[src/rtl/mdu_scheduler_if.sv]
// Controller-side request/status bundle for the multiply/divide scheduler.
// The controller drives requests (master); the scheduler answers (slave).
interface mdu_scheduler_if;
  logic        req_valid;
  logic [2:0]  req_op;
  logic [31:0] rs_val;
  logic [31:0] rt_val;
  logic        req_ready;
  logic        mdu_busy;
  logic        done;
  logic [31:0] hi_out;
  logic [31:0] lo_out;
  logic        timeout_err;

  modport master (
    output req_valid, req_op, rs_val, rt_val,
    input  req_ready, mdu_busy, done, hi_out, lo_out, timeout_err
  );

  modport slave (
    input  req_valid, req_op, rs_val, rt_val,
    output req_ready, mdu_busy, done, hi_out, lo_out, timeout_err
  );
endinterface

[src/rtl/mdu_scheduler.sv]
// Multiply/divide scheduler: accepts controller requests, pulses the start of
// one of four iterative units, waits on its busy flag and commits the result
// into the HI/LO registers it owns. mthi/mtlo are applied directly in IDLE.
//
// state  | meaning
// IDLE   | ready for a request; mthi/mtlo applied on accept
// LAUNCH | one-cycle start pulse to the selected unit, timer cleared
// WAIT   | polling busy of the selected unit, timer counting
// WB     | done pulse; HI/LO already hold the committed result
module mdu_scheduler #(
  parameter int TIMEOUT = 64
) (
  input  logic        clk,
  input  logic        rst,
  mdu_scheduler_if.slave bus,
  output logic [31:0] op_a_o,
  output logic [31:0] op_b_o,
  output logic        mul_start_o,
  output logic        mulu_start_o,
  output logic        div_start_o,
  output logic        divu_start_o,
  input  logic [3:0]  unit_busy_i,
  input  logic [63:0] mul_res_i,
  input  logic [63:0] mulu_res_i,
  input  logic [31:0] div_q_i,
  input  logic [31:0] div_r_i,
  input  logic [31:0] divu_q_i,
  input  logic [31:0] divu_r_i
);

  localparam int CW = $clog2(TIMEOUT + 1);

  typedef enum logic [1:0] {
    S_IDLE   = 2'd0,
    S_LAUNCH = 2'd1,
    S_WAIT   = 2'd2,
    S_WB     = 2'd3
  } state_t;

  state_t      state_q, state_d;
  logic [1:0]  sel_q, sel_d;
  logic [31:0] op_a_q, op_a_d;
  logic [31:0] op_b_q, op_b_d;
  logic [31:0] hi_q, hi_d;
  logic [31:0] lo_q, lo_d;
  logic [CW-1:0] cnt_q, cnt_d;
  logic        terr_q, terr_d;
  logic [3:0]  start;
  logic        done;

  // State and datapath registers, cleared by synchronous reset
  always_ff @(posedge clk) begin
    if (rst) begin
      state_q <= S_IDLE;
      sel_q   <= '0;
      op_a_q  <= '0;
      op_b_q  <= '0;
      hi_q    <= '0;
      lo_q    <= '0;
      cnt_q   <= '0;
      terr_q  <= 1'b0;
    end else begin
      state_q <= state_d;
      sel_q   <= sel_d;
      op_a_q  <= op_a_d;
      op_b_q  <= op_b_d;
      hi_q    <= hi_d;
      lo_q    <= lo_d;
      cnt_q   <= cnt_d;
      terr_q  <= terr_d;
    end
  end

  // Next-state, HI/LO commit and start/done decode
  always_comb begin
    state_d = state_q;
    sel_d   = sel_q;
    op_a_d  = op_a_q;
    op_b_d  = op_b_q;
    hi_d    = hi_q;
    lo_d    = lo_q;
    cnt_d   = cnt_q;
    terr_d  = terr_q;
    start   = 4'b0000;
    done    = 1'b0;
    unique case (state_q)
      S_IDLE: begin
        if (bus.req_valid) begin
          case (bus.req_op)
            3'b000, 3'b001, 3'b010, 3'b011: begin
              // op[1:0] doubles as the unit index: mul, mulu, div, divu
              sel_d  = bus.req_op[1:0];
              op_a_d = bus.rs_val;
              op_b_d = bus.rt_val;
              // Divide by zero never starts a unit and leaves HI/LO untouched
              if (bus.req_op[1] && (bus.rt_val == 32'd0)) state_d = S_WB;
              else                                        state_d = S_LAUNCH;
            end
            3'b100:  hi_d = bus.rs_val;
            3'b101:  lo_d = bus.rs_val;
            default: ;
          endcase
        end
      end
      S_LAUNCH: begin
        start[sel_q] = 1'b1;
        cnt_d        = '0;
        state_d      = S_WAIT;
      end
      S_WAIT: begin
        if (!unit_busy_i[sel_q]) begin
          unique case (sel_q)
            2'd0: begin hi_d = mul_res_i[63:32];  lo_d = mul_res_i[31:0];  end
            2'd1: begin hi_d = mulu_res_i[63:32]; lo_d = mulu_res_i[31:0]; end
            2'd2: begin hi_d = div_r_i;           lo_d = div_q_i;          end
            2'd3: begin hi_d = divu_r_i;          lo_d = divu_q_i;         end
          endcase
          state_d = S_WB;
        end else begin
          if (cnt_q != CW'(TIMEOUT)) cnt_d = cnt_q + 1'b1;
          // The TIMEOUT-th busy sample abandons the operation
          if (cnt_q >= CW'(TIMEOUT - 1)) begin
            terr_d  = 1'b1;
            state_d = S_WB;
          end
        end
      end
      S_WB: begin
        done    = 1'b1;
        state_d = S_IDLE;
      end
    endcase
  end

  assign bus.req_ready   = (state_q == S_IDLE);
  assign bus.mdu_busy    = (state_q != S_IDLE);
  assign bus.done        = done;
  assign bus.hi_out      = hi_q;
  assign bus.lo_out      = lo_q;
  assign bus.timeout_err = terr_q;

  assign op_a_o       = op_a_q;
  assign op_b_o       = op_b_q;
  assign mul_start_o  = start[0];
  assign mulu_start_o = start[1];
  assign div_start_o  = start[2];
  assign divu_start_o = start[3];

endmodule

[src/flat_wrapper.sv]
// flat-port wrapper written by rule: the top's interface ports become plain ports
module mdu_scheduler_flat 
#(
  parameter int TIMEOUT = 64
)
  (clk, rst, op_a_o, op_b_o, mul_start_o, mulu_start_o, div_start_o, divu_start_o, unit_busy_i, mul_res_i, mulu_res_i, div_q_i, div_r_i, divu_q_i, divu_r_i, bus_req_valid, bus_req_op, bus_rs_val, bus_rt_val, bus_req_ready, bus_mdu_busy, bus_done, bus_hi_out, bus_lo_out, bus_timeout_err);
  mdu_scheduler_if bus_i ();
  input  logic clk;
  input  logic rst;
  output logic [31:0] op_a_o;
  output logic [31:0] op_b_o;
  output logic mul_start_o;
  output logic mulu_start_o;
  output logic div_start_o;
  output logic divu_start_o;
  input  logic [3:0] unit_busy_i;
  input  logic [63:0] mul_res_i;
  input  logic [63:0] mulu_res_i;
  input  logic [31:0] div_q_i;
  input  logic [31:0] div_r_i;
  input  logic [31:0] divu_q_i;
  input  logic [31:0] divu_r_i;
  input wire logic [$bits(bus_i.req_valid)-1:0] bus_req_valid;
  input wire logic [$bits(bus_i.req_op)-1:0] bus_req_op;
  input wire logic [$bits(bus_i.rs_val)-1:0] bus_rs_val;
  input wire logic [$bits(bus_i.rt_val)-1:0] bus_rt_val;
  output wire logic [$bits(bus_i.req_ready)-1:0] bus_req_ready;
  output wire logic [$bits(bus_i.mdu_busy)-1:0] bus_mdu_busy;
  output wire logic [$bits(bus_i.done)-1:0] bus_done;
  output wire logic [$bits(bus_i.hi_out)-1:0] bus_hi_out;
  output wire logic [$bits(bus_i.lo_out)-1:0] bus_lo_out;
  output wire logic [$bits(bus_i.timeout_err)-1:0] bus_timeout_err;
  assign bus_i.req_valid = bus_req_valid;
  assign bus_i.req_op = bus_req_op;
  assign bus_i.rs_val = bus_rs_val;
  assign bus_i.rt_val = bus_rt_val;
  assign bus_req_ready = bus_i.req_ready;
  assign bus_mdu_busy = bus_i.mdu_busy;
  assign bus_done = bus_i.done;
  assign bus_hi_out = bus_i.hi_out;
  assign bus_lo_out = bus_i.lo_out;
  assign bus_timeout_err = bus_i.timeout_err;
  mdu_scheduler #(.TIMEOUT(TIMEOUT)) u_core (.clk(clk), .rst(rst), .bus(bus_i), .op_a_o(op_a_o), .op_b_o(op_b_o), .mul_start_o(mul_start_o), .mulu_start_o(mulu_start_o), .div_start_o(div_start_o), .divu_start_o(divu_start_o), .unit_busy_i(unit_busy_i), .mul_res_i(mul_res_i), .mulu_res_i(mulu_res_i), .div_q_i(div_q_i), .div_r_i(div_r_i), .divu_q_i(divu_q_i), .divu_r_i(divu_r_i));
endmodule
[config.mk]
export PLATFORM = sky130hd
export DESIGN_NAME = mdu_scheduler_flat
export DESIGN_NICKNAME = d
export VERILOG_FILES = /design/src/rtl/mdu_scheduler_if.sv /design/src/rtl/mdu_scheduler.sv /design/src/flat_wrapper.sv
export SDC_FILE = /design/constraint.sdc
export NUM_CORES = 1
export LEC_CHECK = 0
export CORE_AREA = 2 2 180 182
export CTS_CLUSTER_SIZE = 25
export DETAILED_ROUTE_END_ITERATION = 10
export DIE_AREA = 0 0 182 184
export PLACE_DENSITY = 0.64
export SETUP_SLACK_MARGIN = 0.05
export SYNTH_ARGS = -nofsm -noshare
export SYNTH_HDL_FRONTEND = slang
export SYNTH_SLANG_ARGS = --single-unit
[constraint.sdc]
create_clock -name clk -period 5 [get_ports clk]
set_clock_uncertainty 0.2 [all_clocks]
set_input_delay 0.5 -clock clk [delete_from_list [all_inputs] [get_ports clk]]
set_output_delay 0.5 -clock clk [all_outputs]
set_load 0.1 [all_outputs]
==> reports/metrics.cfg <==
[outcome]
status = completed

[cells_and_area]
finalNonFillerCells = 1627
fillers = 3091
drive_gt1_frac = 0.170
design_area_sq_um = 13300
area_growth_pct = 68.5
nets = 1547

[die]
die_width_um = 182
die-area_sq_um = 33500
rows = 65
io_pins = 466
start_util = 0.251
die_h_um = 184
core_sq_um = 31400

[logic_synthesis]
synthArstFlopShare = 0
yosysMostFrequentCell = a21oi_1
synthFlopType = dfxtp_1
ys_seq_area_frac = 0.356
synth_fp_nets = 1132
synthesis.area_sq_um = 7870
synth_top_family_by_area = compound AO/OA/AOI/OAI gates
synth-edff-count = 0
synth-xor-area-share = 0.00223
yosys-top-cells-count = a21oi_1, dfxtp_1, nand2_1
synth_fa_ha_area_frac = 0.00954
synth_top_area_cell = dfxtp_1
syn_avg_cell_area_sq_um = 9.88
synth.area.top_cells = dfxtp_1, mux4_2, a21oi_1
synthMuxAreaShare = 0.186
ys_types = 43
yosysWarnings = 0
yosys.area_share.simple = 0.129
synth-seq-cells = 140
synthCells = 796
yosysTopAreaCellShare = 0.356
synth_compound_area_frac = 0.253

[flow_run]
maxCapViolations = 0

[clock_tree]
htreeDepth = 4
clock-sinks = 140
clock_path_buffers = 2
ctsHoldBuffers = 0
post-cts-setup-buffers = 0
cts_made_buffers = 17
cts-root-buf = clkbuf_16
cts_resized = 0
clk_pin_slew_ns = 0.07
clk_latency_ns = 0.42
cts_tree = done

[global_route]
grt_pass1_wl_mm = 49.3
grt_use_total = 0.192
busiest_layer = met2
grt_pass1_vias = 8349
overflow = 0
grt_antenna_before_repair = 2
grt_max_degree = 61
grtUsageMet3 = 0.0574
grt_use_met1 = 0.229
use_met2 = 0.335

[place]
postPlaceCellArea_sq_um = 12700
globalplace.congestion = 0.845
dp_hpwl_mm = 25.3
dp.cells = 1594
dpl_worst_slack_ns = 1.48
port_buffers = 465

[power_and_ir_drop]
pwr-share-seq = 0.227
total_leakage_power_nw = 4.31
ir_drop_v = 0.000377
p_int_w = 0.00322
pwr-share-comb = 0.584
p_per_area_nw_per_um2 = 502
switching_share = 0.516
clkPwrFrac = 0.189
power_w = 0.00665
netSwitchingPower_w = 0.00343

[timing]
period_share = 0.667
max_slew.worst_pin.slew_ns = 1.12
relSlewSlack = 0.252
layout_setup_ws_ns = 1.67
drv_slew = 0
grt_setup_unrepaired = false
finalHoldViolCount = 0
fmax_mhz = 300
tns_ns = 0
fin_crit_ns = 3.33
final-setup-viol-count = 0

[routing]
firstDrtPassIters = 4
num_vias = 7845
routed_wl_mm = 32.9
drtIter0Drc = 327
viasPerCell = 4.82
drtAntennaViolNets = 0
wl_per_cell_um = 20.2
drc = 0

[critical_path]
setup.worst_path.start_class = register
crit_required_ns = 5.05
reg2reg_from = u_core.sel_q[0]
cp-startpoint = u_core.sel_q[0]
worst-setup-path-type = register to register
path_max_fanout = 32
end_kind = register
arrival_ns = 3.38

[worst_hold_path]
worstHoldStart = rst
min_path_type = input pin to register

kinds of logic (layout without fill, tap and decap cells):
family                   Yosys count  in the layout
AO/OA/AOI/OAI                    278            278
XOR/XNOR                           2              2
adder cells (fa/ha/maj)            6              6
buffers and inverters             87            514
flip-flops                       140            140
multiplexers                      65             65
other                              0              2
AND/OR/NAND/NOR                  218            218
layout make-up:
class,count,area (sq um),area share
Inverter,8,30.0,0.00226
Tap cell,402,503,0.0379
Sequential cell,140,2810,0.212
Clock inverter,13,143,0.0108
Multi-Input combinational cell,569,4610,0.348
Antenna cell,2,5.00,0.000377
Timing Repair Buffer,475,4730,0.357
Clock buffer,18,429,0.0324
final timing paths:
| check | to | slack, ns | depth (start not counted) |
|---|---|---|---|
| min | u_core.op_b_o[30] | 0.25 | 2 |
| max | u_core.bus.hi_out[19] | 1.67 | 4 |
| min reg2reg | u_core.op_b_o[11] | 0.25 | 2 |
| max reg2reg | u_core.bus.hi_out[19] | 1.67 | 4 |
critical path, cell delays in order (launching register included):
cell      delay, ns
dfxtp_4        0.72
mux4_2         0.72
nand2_4        0.38
and2_2         0.96
a211oi_2       0.17
metal layers:
metal  vias up  wire length (um)
li1       3773                 -
met1      3752             13500
met2       294             16300
met3        26              2590
met4         0               573
met5         -                 0
cells in the final DEF, fill, tap and decap left out, types with 3 or more instances in the layout:
cell type and instances:
inv_1 8, a21oi_1 168, mux4_2 65, a211oi_2 60
clkbuf_16 17, a21oi_2 31, dfxtp_1 138, nand4_1 6
nand3_1 3, a211oi_1 4, o21ai_0 3, nor2_1 7
a31oi_1 4, nand2_1 138, nand4b_1 3, nor4_1 7
clkinvlp_4 3, buf_4 10, clkdlybuf4s50_1 464, ha_1 5
nand2b_1 6, nor2b_1 32, clkinv_4 3
stage by stage:
stage	hold WS, ns	util
2_1_floorplan	0.279	-
3_3_place_gp	0.241	0.404
3_5_place_dp	0.247	0.404
4_1_cts	0.227	0.422
5_1_grt	0.233	0.422
6_report	0.247	0.422
sequential cells by signal (all words and copies together), names as in the netlist:
| signal | flops |
|---|---|
| u_core.bus.hi_out | 32 |
| u_core.bus.lo_out | 32 |
| u_core.bus.timeout_err | 1 |
| u_core.cnt_q | 7 |
| u_core.op_a_o | 32 |
| u_core.op_b_o | 32 |
| u_core.sel_q | 2 |
| u_core.state_q | 2 |
power groups by stage:
stage / sequential (W) / clock [W] / combinational (W)
floorplan: 0.00294 / 0 / 0.00148
finish: 0.00151 / 0.00126 / 0.00388
CTS: 0.00151 / 0.00130 / 0.00392
global route: 0.00154 / 0.00135 / 0.00409
global placement: 0.00153 / 0 / 0.00389
detailed placement: 0.00153 / 0 / 0.00391
No activity file was read; power rests on OpenSTA's default activity.
